$ cat src/rtl/rf_access_arbiter.sv
// Round-robin arbiter sharing one register-file port between the frame path (0) and config/debug path (1).
// Optional read timeout is built when RF_ARB_READ_TIMEOUT_EN is defined.
module rf_access_arbiter #(
    parameter int WIDTH_REG = 8,
    parameter int ADDR      = 4,
    parameter int TMO_CYC   = 15
) (
    input  logic                 i_Ref_clk,
    input  logic                 i_rst,
    input  logic                 i_req0,
    input  logic                 i_req1,
    input  logic                 i_wr0,
    input  logic                 i_wr1,
    input  logic [ADDR-1:0]      i_addr0,
    input  logic [ADDR-1:0]      i_addr1,
    input  logic [WIDTH_REG-1:0] i_wdata0,
    input  logic [WIDTH_REG-1:0] i_wdata1,
    output logic                 o_ack0,
    output logic                 o_ack1,
    output logic [WIDTH_REG-1:0] o_rd_data,
    output logic                 o_rd_err,
    output logic                 o_busy,
    output logic                 o_owner,
    output logic                 o_wr_en,
    output logic                 o_rd_en,
    output logic [ADDR-1:0]      o_adder,
    output logic [WIDTH_REG-1:0] o_Wr_D_REG,
    input  logic [WIDTH_REG-1:0] i_Rd_D_REG,
    input  logic                 i_Vid_Rd
);

    typedef enum logic [1:0] {IDLE, WRITE, READ, RESP} state_t;

    state_t               state;
    logic                 rr_ptr;
    logic                 owner;
    logic                 lat_wr;
    logic [ADDR-1:0]      lat_addr;
    logic [WIDTH_REG-1:0] lat_wdata;
    logic [WIDTH_REG-1:0] rd_data;
    logic                 rd_err;
    logic                 grant_valid;
    logic                 grant_sel;
    logic                 tmo_hit;

    // A lone requester always wins; the RR pointer only breaks ties.
    always_comb begin
        grant_valid = i_req0 | i_req1;
        if (i_req0 && i_req1) begin
            grant_sel = rr_ptr;
        end else begin
            grant_sel = i_req1;
        end
    end

`ifdef RF_ARB_READ_TIMEOUT_EN
    localparam int CW = $clog2(TMO_CYC);

    logic [CW-1:0] tmo_cnt;

    // Counter sits at zero outside READ, so entry into READ starts from the first cycle.
    always_ff @(posedge i_Ref_clk or negedge i_rst) begin
        if (!i_rst) begin
            tmo_cnt <= '0;
        end else if (state == READ) begin
            tmo_cnt <= tmo_cnt + 1'b1;
        end else begin
            tmo_cnt <= '0;
        end
    end

    assign tmo_hit = (tmo_cnt == CW'(TMO_CYC - 1));
`else
    // TMO_CYC stays referenced so the parameter list is identical in both builds.
    assign tmo_hit = 1'b0 & (TMO_CYC < 2);
`endif

    always_ff @(posedge i_Ref_clk or negedge i_rst) begin
        if (!i_rst) begin
            state     <= IDLE;
            rr_ptr    <= 1'b0;
            owner     <= 1'b0;
            lat_wr    <= 1'b0;
            lat_addr  <= '0;
            lat_wdata <= '0;
            rd_data   <= '0;
            rd_err    <= 1'b0;
        end else begin
            case (state)
                IDLE: begin
                    if (grant_valid) begin
                        owner     <= grant_sel;
                        lat_wr    <= grant_sel ? i_wr1 : i_wr0;
                        lat_addr  <= grant_sel ? i_addr1 : i_addr0;
                        lat_wdata <= grant_sel ? i_wdata1 : i_wdata0;
                        state     <= (grant_sel ? i_wr1 : i_wr0) ? WRITE : READ;
                    end
                end
                WRITE: begin
                    rr_ptr <= ~owner;
                    state  <= IDLE;
                end
                READ: begin
                    // Valid data beats a simultaneous timeout.
                    if (i_Vid_Rd) begin
                        rd_data <= i_Rd_D_REG;
                        rd_err  <= 1'b0;
                        state   <= RESP;
                    end else if (tmo_hit) begin
                        rd_data <= '0;
                        rd_err  <= 1'b1;
                        state   <= RESP;
                    end
                end
                RESP: begin
                    rr_ptr <= ~owner;
                    state  <= IDLE;
                end
                default: state <= IDLE;
            endcase
        end
    end

    assign o_busy     = (state != IDLE);
    assign o_owner    = owner;
    assign o_wr_en    = (state == WRITE);
    assign o_rd_en    = (state == READ);
    assign o_ack0     = ((state == WRITE) || (state == RESP)) && !owner;
    assign o_ack1     = ((state == WRITE) || (state == RESP)) && owner;
    assign o_adder    = lat_addr;
    assign o_Wr_D_REG = lat_wdata;
    assign o_rd_data  = rd_data;
    assign o_rd_err   = rd_err;

    logic unused_lat_wr;
    assign unused_lat_wr = lat_wr;

endmodule

$ cat config.mk
export PLATFORM = sky130hd
export DESIGN_NAME = rf_access_arbiter
export DESIGN_NICKNAME = d
export VERILOG_FILES = /design/src/rtl/rf_access_arbiter.sv
export SDC_FILE = /design/constraint.sdc
export NUM_CORES = 1
export LEC_CHECK = 0
export ABC_AREA = 1
export CORE_MARGIN = 5
export CORE_UTILIZATION = 42
export CTS_BUF_LIST = sky130_fd_sc_hd__clkbuf_4
export DETAILED_ROUTE_END_ITERATION = 8
export PLACE_DENSITY_LB_ADDON = 0.1
export SYNTH_ARGS = -nofsm -noshare
export SYNTH_HDL_FRONTEND = slang
export SYNTH_SLANG_ARGS = --single-unit
$ cat constraint.sdc
create_clock -name i_Ref_clk -period 2 [get_ports i_Ref_clk]
set_input_delay 0.4 -clock i_Ref_clk [delete_from_list [all_inputs] [get_ports i_Ref_clk]]
set_output_delay 0.4 -clock i_Ref_clk [all_outputs]
set_load 0.01 [all_outputs]
==> impl_metrics.tcl, run 1 <==
set metrics [dict create \
    r2r_setup_slack_ps 710 \
    area_growth_pct 59.9 \
    final_util_pct 69.2 \
    drc_errors 0 \
    syn_inst 135 \
    cap_violations 0 \
    cp.required_ps 1600 \
    dp_hpwl_um 2540 \
    p_per_area_nw_per_um2 1410 \
    htree_levels 1 \
    maxSlewViolCount 0 \
    use_met3_pct 5.58 \
    holdBufCountCts 0 \
    portBuffers 64 \
    met1_usage_pct 21.8 \
    cp_top_family "buffers and inverters" \
    syn_nets 174 \
    synth-seq-cells 24 \
    mostFrequentLayoutCell "clkdlybuf4s50_1" \
    synth_seq_area_share_pct 51.2 \
    grt_max_degree 25 \
    numCtsBuffers 3 \
    placedInstanceArea_um2 1820 \
    clockBufferDepth 2 \
    cp_data_arrival_time_ps 1510 \
    cp-start-kind "register" \
    setup_tns_ps 0 \
    critPathCaptureType "output pin" \
    setup_violations 0 \
    wl_per_cell_um 14.5 \
    vias 1161 \
    fmax_mhz 524 \
    ios 66 \
    ant_nets 0 \
    antenna_cells 0 \
    synth.avg_cell_area_um2 8.68 \
    use_met2_pct 29.8 \
    synth_warnings 0 \
    cp_num_buf_inv 2 \
    gp_congestion 0.796 \
    grt_pass1_vias 1251 \
    status "complete, no violations" \
    grt_util_all_layers_pct 17.7 \
    fp.dieH_um 62.8 \
    cpPeakStageDelay_ps 470 \
    fin_cells 231 \
    fin_crit_sh_pct 95.4 \
    rr_endpoint "o_Wr_D_REG[5]" \
    drtIter0Drc 39 \
    crit_fanout 5 \
    power_mw 2.63 \
    antenna_found_initial 0 \
    slowest_stage "clkdlybuf4s50_1" \
    wl_um 3340 \
    rows 19 \
    nets 240 \
    hold_path_class "primary input to async pin" \
    rr_startpoint "state[1]" \
    worst_clock_skew_ps 12.9 \
    ir_drop_uv 882 \
    r2r_cells 5 \
    p_leak_nw 0.845 \
    via_per_inst 5.03 \
    dr.pass1.iters 4 \
    rsz0062_at_grt "no" \
    final_cell_area_um2 1870 \
    clock_latency_ps 320 \
    hold_violations 0 \
    cts_setup_buffers 0 \
    syn_area_um2 1170 \
    grt_pass1_wl_um 5730 \
    cts.clk_slew.worst_paths_ps 150 \
    grt.busiest_layer "met2" \
    fin_crit_ps 1910 \
    die-area_um2 3950 \
    drive_gt1_share_pct 13.0 \
    cts_tree "done" \
    synth_cell_types 18 \
    worstPathCellList "nor2_4, inv_1, clkdlybuf4s50_1" \
    fp.dieW_um 62.8 \
    initial_core_util_pct 43.3 \
    worstSetupPathType "register to output pin" \
    fillerInstances 247 \
    cts_resized 0 \
    cts-root-buf "clkbuf_4" \
    cts.sinks 24 \
    overflow 0 \
    layout_common_cells "clkdlybuf4s50_1 (63), nand2_1 (35), dfrtp_1 (23), nor2_1 (16), a21oi_1 (14)" \
    place_inst 227 \
    coreArea_um2 2710 \
]
-- per-layer routing --
metal | share of wire, % | vias to the layer above
met4 | 0.57 | 0
met3 | 7.1 | 2
li1 | - | 561
met1 | 43 | 551
met5 | 0 | -
met2 | 50 | 47
-- final cells by class --
type,instances,area (um^2),area share (%)
Timing Repair Buffer,68,673,35.9
Sequential cell,24,602,32.1
Multi-Input combinational cell,94,470,25.1
Tap cell,31,38.8,2.07
Inverter,10,37.5,2.00
Clock inverter,1,30.0,1.60
Clock buffer,3,22.5,1.20
-- power breakdown --
part | switching [mW] | internal, mW | total (mW)
clock | 0.154 | 0.202 | 0.357
sequential | 0.152 | 0.722 | 0.875
combinational | 0.673 | 0.731 | 1.40
total | 0.979 | 1.66 | 2.63
-- kinds of logic (layout without fill, tap and decap cells) --
kind of cell / after synthesis / in the layout / share of synthesized area (%)
other: 1 / 1 / 0.320
AND/OR/NAND/NOR: 63 / 63 / 22.1
buffers and inverters: 17 / 82 / 8.64
flip-flops: 24 / 24 / 51.2
AO/OA/AOI/OAI: 30 / 30 / 17.7
-- cells in the mapped netlist --
cell type / number / share of area [%]
nand2_1: 35 / 11
dfrtp_1: 24 / 51
nor2_1: 16 / 5.1
a21oi_1: 14 / 6.0
a21oi_2: 12 / 9.0
nand3_1: 10 / 4.3
inv_1: 8 / 2.6
buf_6: 4 / 3.8
buf_4: 2 / 1.3
inv_2: 2 / 0.64
a31oi_1: 1 / 0.53
clkbuf_1: 1 / 0.32
conb_1: 1 / 0.32
nand2_2: 1 / 0.53
nor2_4: 1 / 0.96
o21ai_0: 1 / 0.43
o21ai_1: 1 / 0.43
o21ai_4: 1 / 1.4
-- worst max-delay path by stage --
stage               startpoint             to  slack (ps)  cells past startpoint
global placement        i_req1  o_Wr_D_REG[2]         240                      5
CTS                   state[0]        o_wr_en          30                      3
detailed placement      i_req1  o_Wr_D_REG[5]         180                      5
global route          state[0]        o_wr_en           7                      3
finish                state[1]         o_busy          90                      3
floorplan             state[1]  o_Wr_D_REG[0]         890                      5
-- stage by stage --
stage,setup slack (ps),hold slack (ps)
2_1_floorplan,887,104
3_3_place_gp,244,453
3_5_place_dp,180,465
4_1_cts,25.9,434
5_1_grt,6.86,439
6_report,91.3,421
-- sequential cells by signal (all words and copies together), names as in the netlist --
| signal | flops |
|---|---|
| o_adder | 4 |
| o_owner | 1 |
| o_rd_data | 8 |
| state | 2 |
| rr_ptr | 1 |
| o_Wr_D_REG | 8 |
-- worst reg2reg max path: stages, from the launching register on --
cell	delay, ps
dfrtp_1	460
nor2_4	190
o21ai_4	80
buf_4	190
a21oi_1	150
a21oi_1	90
(Power assumes the default switching activity.)
==> run 2: changes to the inputs <==
Settings changed: CORE_ASPECT_RATIO set to 0.8.
==> impl_metrics.tcl, run 2 (synthesis gave the netlist of run 1 again) <==
set metrics [dict create \
    clockBufferDepth 2 \
    grt_util_all_layers_pct 16.0 \
    portBuffers 64 \
    setup_violations 0 \
    holdBufCountCts 0 \
    cts.clk_slew.worst_paths_ps 140 \
    antenna_found_initial 0 \
    vias 1125 \
    initial_core_util_pct 43.1 \
    worstSetupPathType "register to output pin" \
    hold_path_class "primary input to async pin" \
    cp-start-kind "register" \
    fmax_mhz 521 \
    worst_slack_ps 80.5 \
    fp.dieW_um 69.1 \
    clkPwrFrac_pct 13.5 \
    ant_nets 0 \
    wl_um 3110 \
    swShare_pct 36.7 \
    setup_tns_ps 0 \
    critPathCaptureType "output pin" \
    coreArea_um2 2720 \
    ios 66 \
    fin_crit_ps 1920 \
    layout_common_cells "clkdlybuf4s50_1 (64), nand2_1 (35), dfrtp_1 (24), nor2_1 (16), a21oi_1 (14)" \
    p_int_mw 1.65 \
    worst_clock_skew_ps 2.93 \
    rsz0062_at_grt "no" \
    cts_resized 0 \
    crit_fanout 4 \
    maxSlewViolCount 0 \
    cts_setup_buffers 0 \
    cts.sinks 24 \
    die-area_um2 3950 \
    r2r_setup_slack_ps 710 \
    r2r_cells 5 \
    htree_levels 1 \
    fin_crit_sh_pct 96.0 \
    ir_drop_uv 707 \
    antenna_cells 0 \
    comb_power_share_pct 53.4 \
    power_mw 2.61 \
    area_growth_pct 59.7 \
    gp_congestion 0.743 \
    grt_max_degree 25 \
    pre_cts_ws_ps 181 \
    rows 17 \
    power.switching_mw 0.958 \
    rr_endpoint "o_rd_data[2]" \
    hold_violations 0 \
    cts-root-buf "clkbuf_4" \
    overflow 0 \
    cts_tree "done" \
    cp_data_arrival_time_ps 1520 \
    status "complete, no violations" \
    grt_pass1_vias 1138 \
    clock_latency_ps 310 \
    drc_errors 0 \
    grt_pass1_wl_um 5210 \
    p_per_area_nw_per_um2 1400 \
    dr.pass1.iters 4 \
    cap_violations 0 \
    wl_per_cell_um 13.1 \
    dp_hpwl_um 2440 \
    p_leak_nw 0.829 \
    drive_gt1_share_pct 12.1 \
    rr_startpoint "state[0]" \
    cp.required_ps 1600 \
    fp.dieH_um 57.3 \
    nets 239 \
    numCtsBuffers 3 \
    drtIter0Drc 42 \
    mostFrequentLayoutCell "clkdlybuf4s50_1" \
    power.share.sequential_pct 33.2 \
    via_per_inst 4.75 \
]
-- run 2: changes by cell type in the layout (fill, tap and decap cells not counted) --
cell             before  now
dfrtp_1              23   24
buf_4                 4    3
dfrtp_2               1    0
clkdlybuf4s50_1      63   64
dlymetal6s2s_1        1    0
-- run 2: worst max-delay path by stage --
| stage | from | to | slack [ps] |
|---|---|---|---|
| after global routing | state[0] | o_wr_en | 20 |
| final | state[0] | o_wr_en | 80 |
| after global placement | i_req1 | o_adder[2] | 250 |
| after floorplan | state[1] | o_Wr_D_REG[0] | 890 |
| after CTS | state[0] | o_ack0 | 70 |
| after detailed placement | i_req1 | o_adder[3] | 180 |
-- run 2: through the flow --
step                      hold WS, ps  area (um^2)  std cells  utilization [%]
after floorplan                   104         1170        135                -
after global placement            453         1820        233             66.8
after detailed placement          471         1820        233             66.8
after CTS                         427         1870        237             68.8
after global routing              448         1870        237             68.8
final                             426         1870        237             68.8
-- run 2: layer usage --
metal / track usage (%) / vias up / wire length, um
li1: - / 559 / -
met1: 19.5 / 521 / 1400
met2: 28.1 / 43 / 1500
met3: 5.63 / 2 / 201
met4: 2.51 / 0 / 16
met5: 0 / - / 0
-- run 2: worst max-delay path, stage by stage (launching register included) --
cell and delay (ps):
dfrtp_1 470, inv_1 110, nor2_1 90, clkdlybuf4s50_1 540
-- run 2: final cells by class --
cell class,instances,area (um^2)
Clock buffer,3,22.5
Clock inverter,1,30.0
Fill cell,253,851
Inverter,10,37.5
Multi-Input combinational cell,94,470
Sequential cell,24,601
Tap cell,38,47.5
Timing Repair Buffer,67,663
-- run 2: power by group through the flow --
stage / clock, mW / combinational [mW] / sequential [mW]
floorplan: 0 / 0.636 / 0.962
finish: 0.351 / 1.40 / 0.866
global placement: 0 / 1.37 / 0.869
detailed placement: 0 / 1.41 / 0.878
global route: 0.376 / 1.52 / 0.902
CTS: 0.358 / 1.41 / 0.869
==> RTL change 1 (flow settings as in run 2) <==
The parameter `WIDTH_REG` goes from 8 to 7.
--- a/src/rtl/rf_access_arbiter.sv
+++ b/src/rtl/rf_access_arbiter.sv
@@ -1,7 +1,7 @@
 // Round-robin arbiter sharing one register-file port between the frame path (0) and config/debug path (1).
 // Optional read timeout is built when RF_ARB_READ_TIMEOUT_EN is defined.
 module rf_access_arbiter #(
-    parameter int WIDTH_REG = 8,
+    parameter int WIDTH_REG = 7,
     parameter int ADDR      = 4,
     parameter int TMO_CYC   = 15
 ) (
Interface: changed (5 resized); port bits go from 66 to 61. No check against the original RTL was run, so the function may have changed too.
==> RTL change 1 against run 2 <==
Cell count is 5.5% lower. Routed wire length is 7.1% lower. Worst hold slack better by 0.0094 ns. Sequential cell count is 2 lower. Clock skew is 0.00091 ns lower. Utilization is 2.7 points lower. Total power is 7.7% lower. Register-to-register slack better by 0.03 ns. First-iteration DRC count is 43% higher. Final area is 4.6% lower. Non-clock buffer count is 3 lower. Worst setup slack better by 0.0023 ns. Global-route usage hardly changed. Synthesized area is 1.8% lower. Critical path type unchanged. Largest cell class unchanged.
==> RTL change 1: results (changes against run 2) <==
cts bufs inserted=3 (unchanged); TritonRoute pass-1 iters=4 (unchanged); first-pass GRT wire length=4760 um (-8.6%); sequential share of the synthesized area=47.8% (-3.4 points); P_leak=0.765 nW (-7.6%); ant diodes=0 (unchanged); largest fanout on the critical path=4 (unchanged); largest net degree at the start of global routing=23 (-8.0%); post-DR wirelength/cell=12.9 um (-1.7%); Nets=224 (-6.3%); layout cells sized above 1=22.6% (+11 points); Arr. time, crit path=1.52 ns (about the same); Max H-tree Level=1 (unchanged); Commonest cells post-synth=32 x nand2_1, 22 x dfrtp_1, 18 x a21oi_2, 10 x nor2_2; final clock skew=0.00202 ns (-0.000914 ns); Clk pin slew, worst setup/hold paths=0.11 ns (-0.03 ns); reg2reg setup slack=0.74 ns (+0.03 ns); async set or reset register ratio after synthesis=100% (unchanged); worst skew pair latency=0.30 ns; peak supply drop=0.000679 V (-3.9%); filler instances=226 (-11%); largest cells by area after synthesis=dfrtp_1 48%, a21oi_2 14%, nand2_1 10%; clk buf depth=2 (unchanged); GR Util All Layers=16.1% (+0.038 points); synth warn=0 (unchanged); drt drc=0 (unchanged); Starting DRT DRC Count=60 (+43%); gpl congestion=0.800 (+7.7%); syn_nets=161 (-7.5%); status=finished, final reports clean; Top FF cell, synth=dfrtp_1; initial antenna violation count=0 (unchanged); routed via count=1,056 (-6.1%); post-synth cell types=20 (+2); Detailed Place HPWL=2220 um (-9.0%); Port Buffers=59 (-7.8%); CTS Root Cell=clkbuf_4; Hold Crit Class=input port to asynchronous set/reset pin
## RTL change 1: cell types whose count changed in the layout (fill, tap and decap cells not counted), sizes merged
| cell | before | now |
|---|---|---|
| nor2 | 17 | 16 |
| buf | 3 | 5 |
| nand2 | 36 | 33 |
| dfrtp | 24 | 22 |
| clkdlybuf4s50 | 64 | 59 |
| a21oi | 26 | 24 |
| nand3 | 10 | 9 |
| bufinv | 1 | 0 |
## RTL change 1: worst paths after layout
kind                              start  cells after the start           end
max reg2reg                    state[0]                      6  o_rd_data[6]
min in group i_Ref_clk     o_rd_data[6]                      2  o_rd_data[6]
max                            state[0]                      3       o_rd_en
min                               i_rst                      2  o_rd_data[3]
max in group asynchronous         i_rst                      2      state[0]
min reg2reg                o_rd_data[6]                      2  o_rd_data[6]
## RTL change 1: metal layers
layer | wire, um | global-route usage [%] | share of wire, %
met2 | 1360 | 24.8 | 47
met4 | 31 | 3.97 | 1.1
met5 | 0 | 0 | 0
met3 | 264 | 5.40 | 9.1
met1 | 1240 | 21.4 | 43
## RTL change 1: worst max-delay path, cell delays in order, from the launching register on
cell and delay [ns]:
dfrtp_2 0.46, buf_4 0.15, nor2_4 0.08, clkdlybuf4s50_1 0.53
## RTL change 1: cell type report
type	instances	area, um2	share of cell area [%]
well taps	38	47.5	2.66
clock buffers	3	22.5	1.26
flip-flops and latches	22	552	30.9
inverters	10	40.0	2.24
multi-input cells	87	495	27.8
repair buffers	64	628	35.2
## RTL change 1: what timing repair did
item | in CTS | in global routing
pin swaps | 1 | 0
setup endpoints to repair | 2 | 1
buffers inserted | 1 | 1
gates resized for setup | 1 | 0
## RTL change 1: through the flow
stage,hold slack (ns),instance area [um2],worst slack (ns),cells,power [mW]
floorplan,0.104,1150,0.886,125,1.59
detailed placement,0.458,1750,0.261,219,2.20
CTS,0.437,1780,0.0618,223,2.43
global placement,0.453,1750,0.309,219,2.17
global route,0.433,1790,0.00155,224,2.59
finish,0.435,1790,0.0828,224,2.41
## RTL change 1: cells by family after synthesis
| family | count (synthesis) | share of synthesized area [%] |
|---|---|---|
| flops | 22 | 47.8 |
| other cells | 1 | 0.326 |
| compound gates | 28 | 19.1 |
| simple gates | 58 | 23.6 |
| buf+inv | 16 | 9.13 |
## RTL change 1: where the power goes
part	leakage [nW]	internal, mW	switching [mW]
logic	0.496	0.737	0.669
registers	0.256	0.664	0.147
clock network	0.0138	0.0703	0.126
total	0.765	1.47	0.941
==> RTL change 2 (settings of run 2) <==
Without the edit above. Encoding of `state_t`: now Gray code (2 bits for 4 states).
--- a/src/rtl/rf_access_arbiter.sv
+++ b/src/rtl/rf_access_arbiter.sv
@@ -29,7 +29,7 @@
     input  logic                 i_Vid_Rd
 );
 
-    typedef enum logic [1:0] {IDLE, WRITE, READ, RESP} state_t;
+    typedef enum logic [1:0] {IDLE = 2'b00, WRITE = 2'b01, READ = 2'b11, RESP = 2'b10} state_t;
 
     state_t               state;
     logic                 rr_ptr;
Formal check against the unedited RTL: same outputs for any inputs over 10 cycles, from zero or initial values and one cycle with i_rst low; not proved beyond that.
==> RTL change 2 against run 2 <==
Total power is 1.8% lower. Clock skew is 0.0063 ns higher. Final area is 0.13% higher. Sequential cell count stayed put. Worst setup slack better by 0.013 ns. Critical endpoint unchanged. Routed wire length is 3.2% higher. Die area is 0.72% lower. Worst hold slack worse by 0.0069 ns. Highest routed layer unchanged. Non-clock buffer count is 4 higher. Synthesized area is 0.85% lower.
==> RTL change 2: results (changes against run 2) <==
status=finished, final reports clean; worst skew pair latency=approximately 0.32 ns; filler instances=235 (-7.1%); GR Util All Layers=17.7% (+1.7 points); GR Layer Usage met1=20.1% (+0.61 points); post-placement cell count=222 (-4.7%); largest cells by area after synthesis=dfrtp_1 52%, a21oi_1 11%, mux2_2 7.8%; met3 WL=220 um (+9.5%); Seq pwr share=33.4% (+0.2 points); Crit path largest cell delay=0.47 ns (-0.07 ns); Detailed Place HPWL=2560 um (+4.9%); Worst R2R Path Depth=4 (-1); TritonRoute pass-1 iters=4 (unchanged); largest net degree at the start of global routing=25 (unchanged); met3 Resource Use GR=4.92% (-0.71 points); gpl congestion=0.756 (+1.7%); GR Util met2=31.4% (+3.3 points); largest fanout on the critical path=2 (-2); placed inst area=0.00183 mm2 (+0.34%); R2R Path End=o_rd_data[5]; peak supply drop=0.000674 V (-4.6%); Final Hold Slack=0.419 ns (-0.00686 ns); first-pass GRT wire length=5120 um (-1.7%); syn_nets=164 (-5.7%); Syn Inst Count=122 (-9.6%); Starting DRT DRC Count=55 (+31%); pwr/cell area=1370 mW/mm2 (-2.0%); met2 WL=1740 um (+16%); final clock skew=0.00927 ns (+0.00634 ns); worst slack at placement=0.197 ns (+0.0163 ns); reg2reg setup slack=0.49 ns (-0.22 ns); Commonest cells post-synth=26 x a21oi_1, 24 x dfrtp_1, 18 x nor2_1, 14 x nand3_1, 9 x inv_1; routed via count=1,081 (-3.9%); P_leak=0.825 nW (-0.48%); combinational power=1.50 mW (+7%); design internal power=1.62 mW (-2.4%); layout cells sized above 1=12.2% (+0.11 points); wl on met1=1210 um (-14%)
-- RTL change 2: final cells by class --
type / count / area, um2 / share of cell area [%]
Clock buffer: 3 / 22.5 / 1.20
Sequential cell: 24 / 601 / 32.0
Timing Repair Buffer: 71 / 692 / 36.9
Tap cell: 38 / 47.5 / 2.54
Multi-Input combinational cell: 81 / 474 / 25.3
Inverter: 10 / 37.5 / 2.00
-- RTL change 2: cells by family after synthesis --
kind of cell,count (synthesis),share of synthesized area [%]
flip-flops,24,51.7
AO/OA/AOI/OAI,29,13.6
multiplexers,8,7.75
AND/OR/NAND/NOR,40,14.9
other,1,0.323
adder cells (fa/ha/maj),3,3.23
buffers and inverters,17,8.61
-- RTL change 2: repair_timing --
item | in CTS | in global routing
endpoints found under the hold margin | 0 | 0
buffers inserted | 2 | 0
gates resized for setup | 5 | 1
gates cloned | 0 | 0
endpoints found under the setup margin | 3 | 1
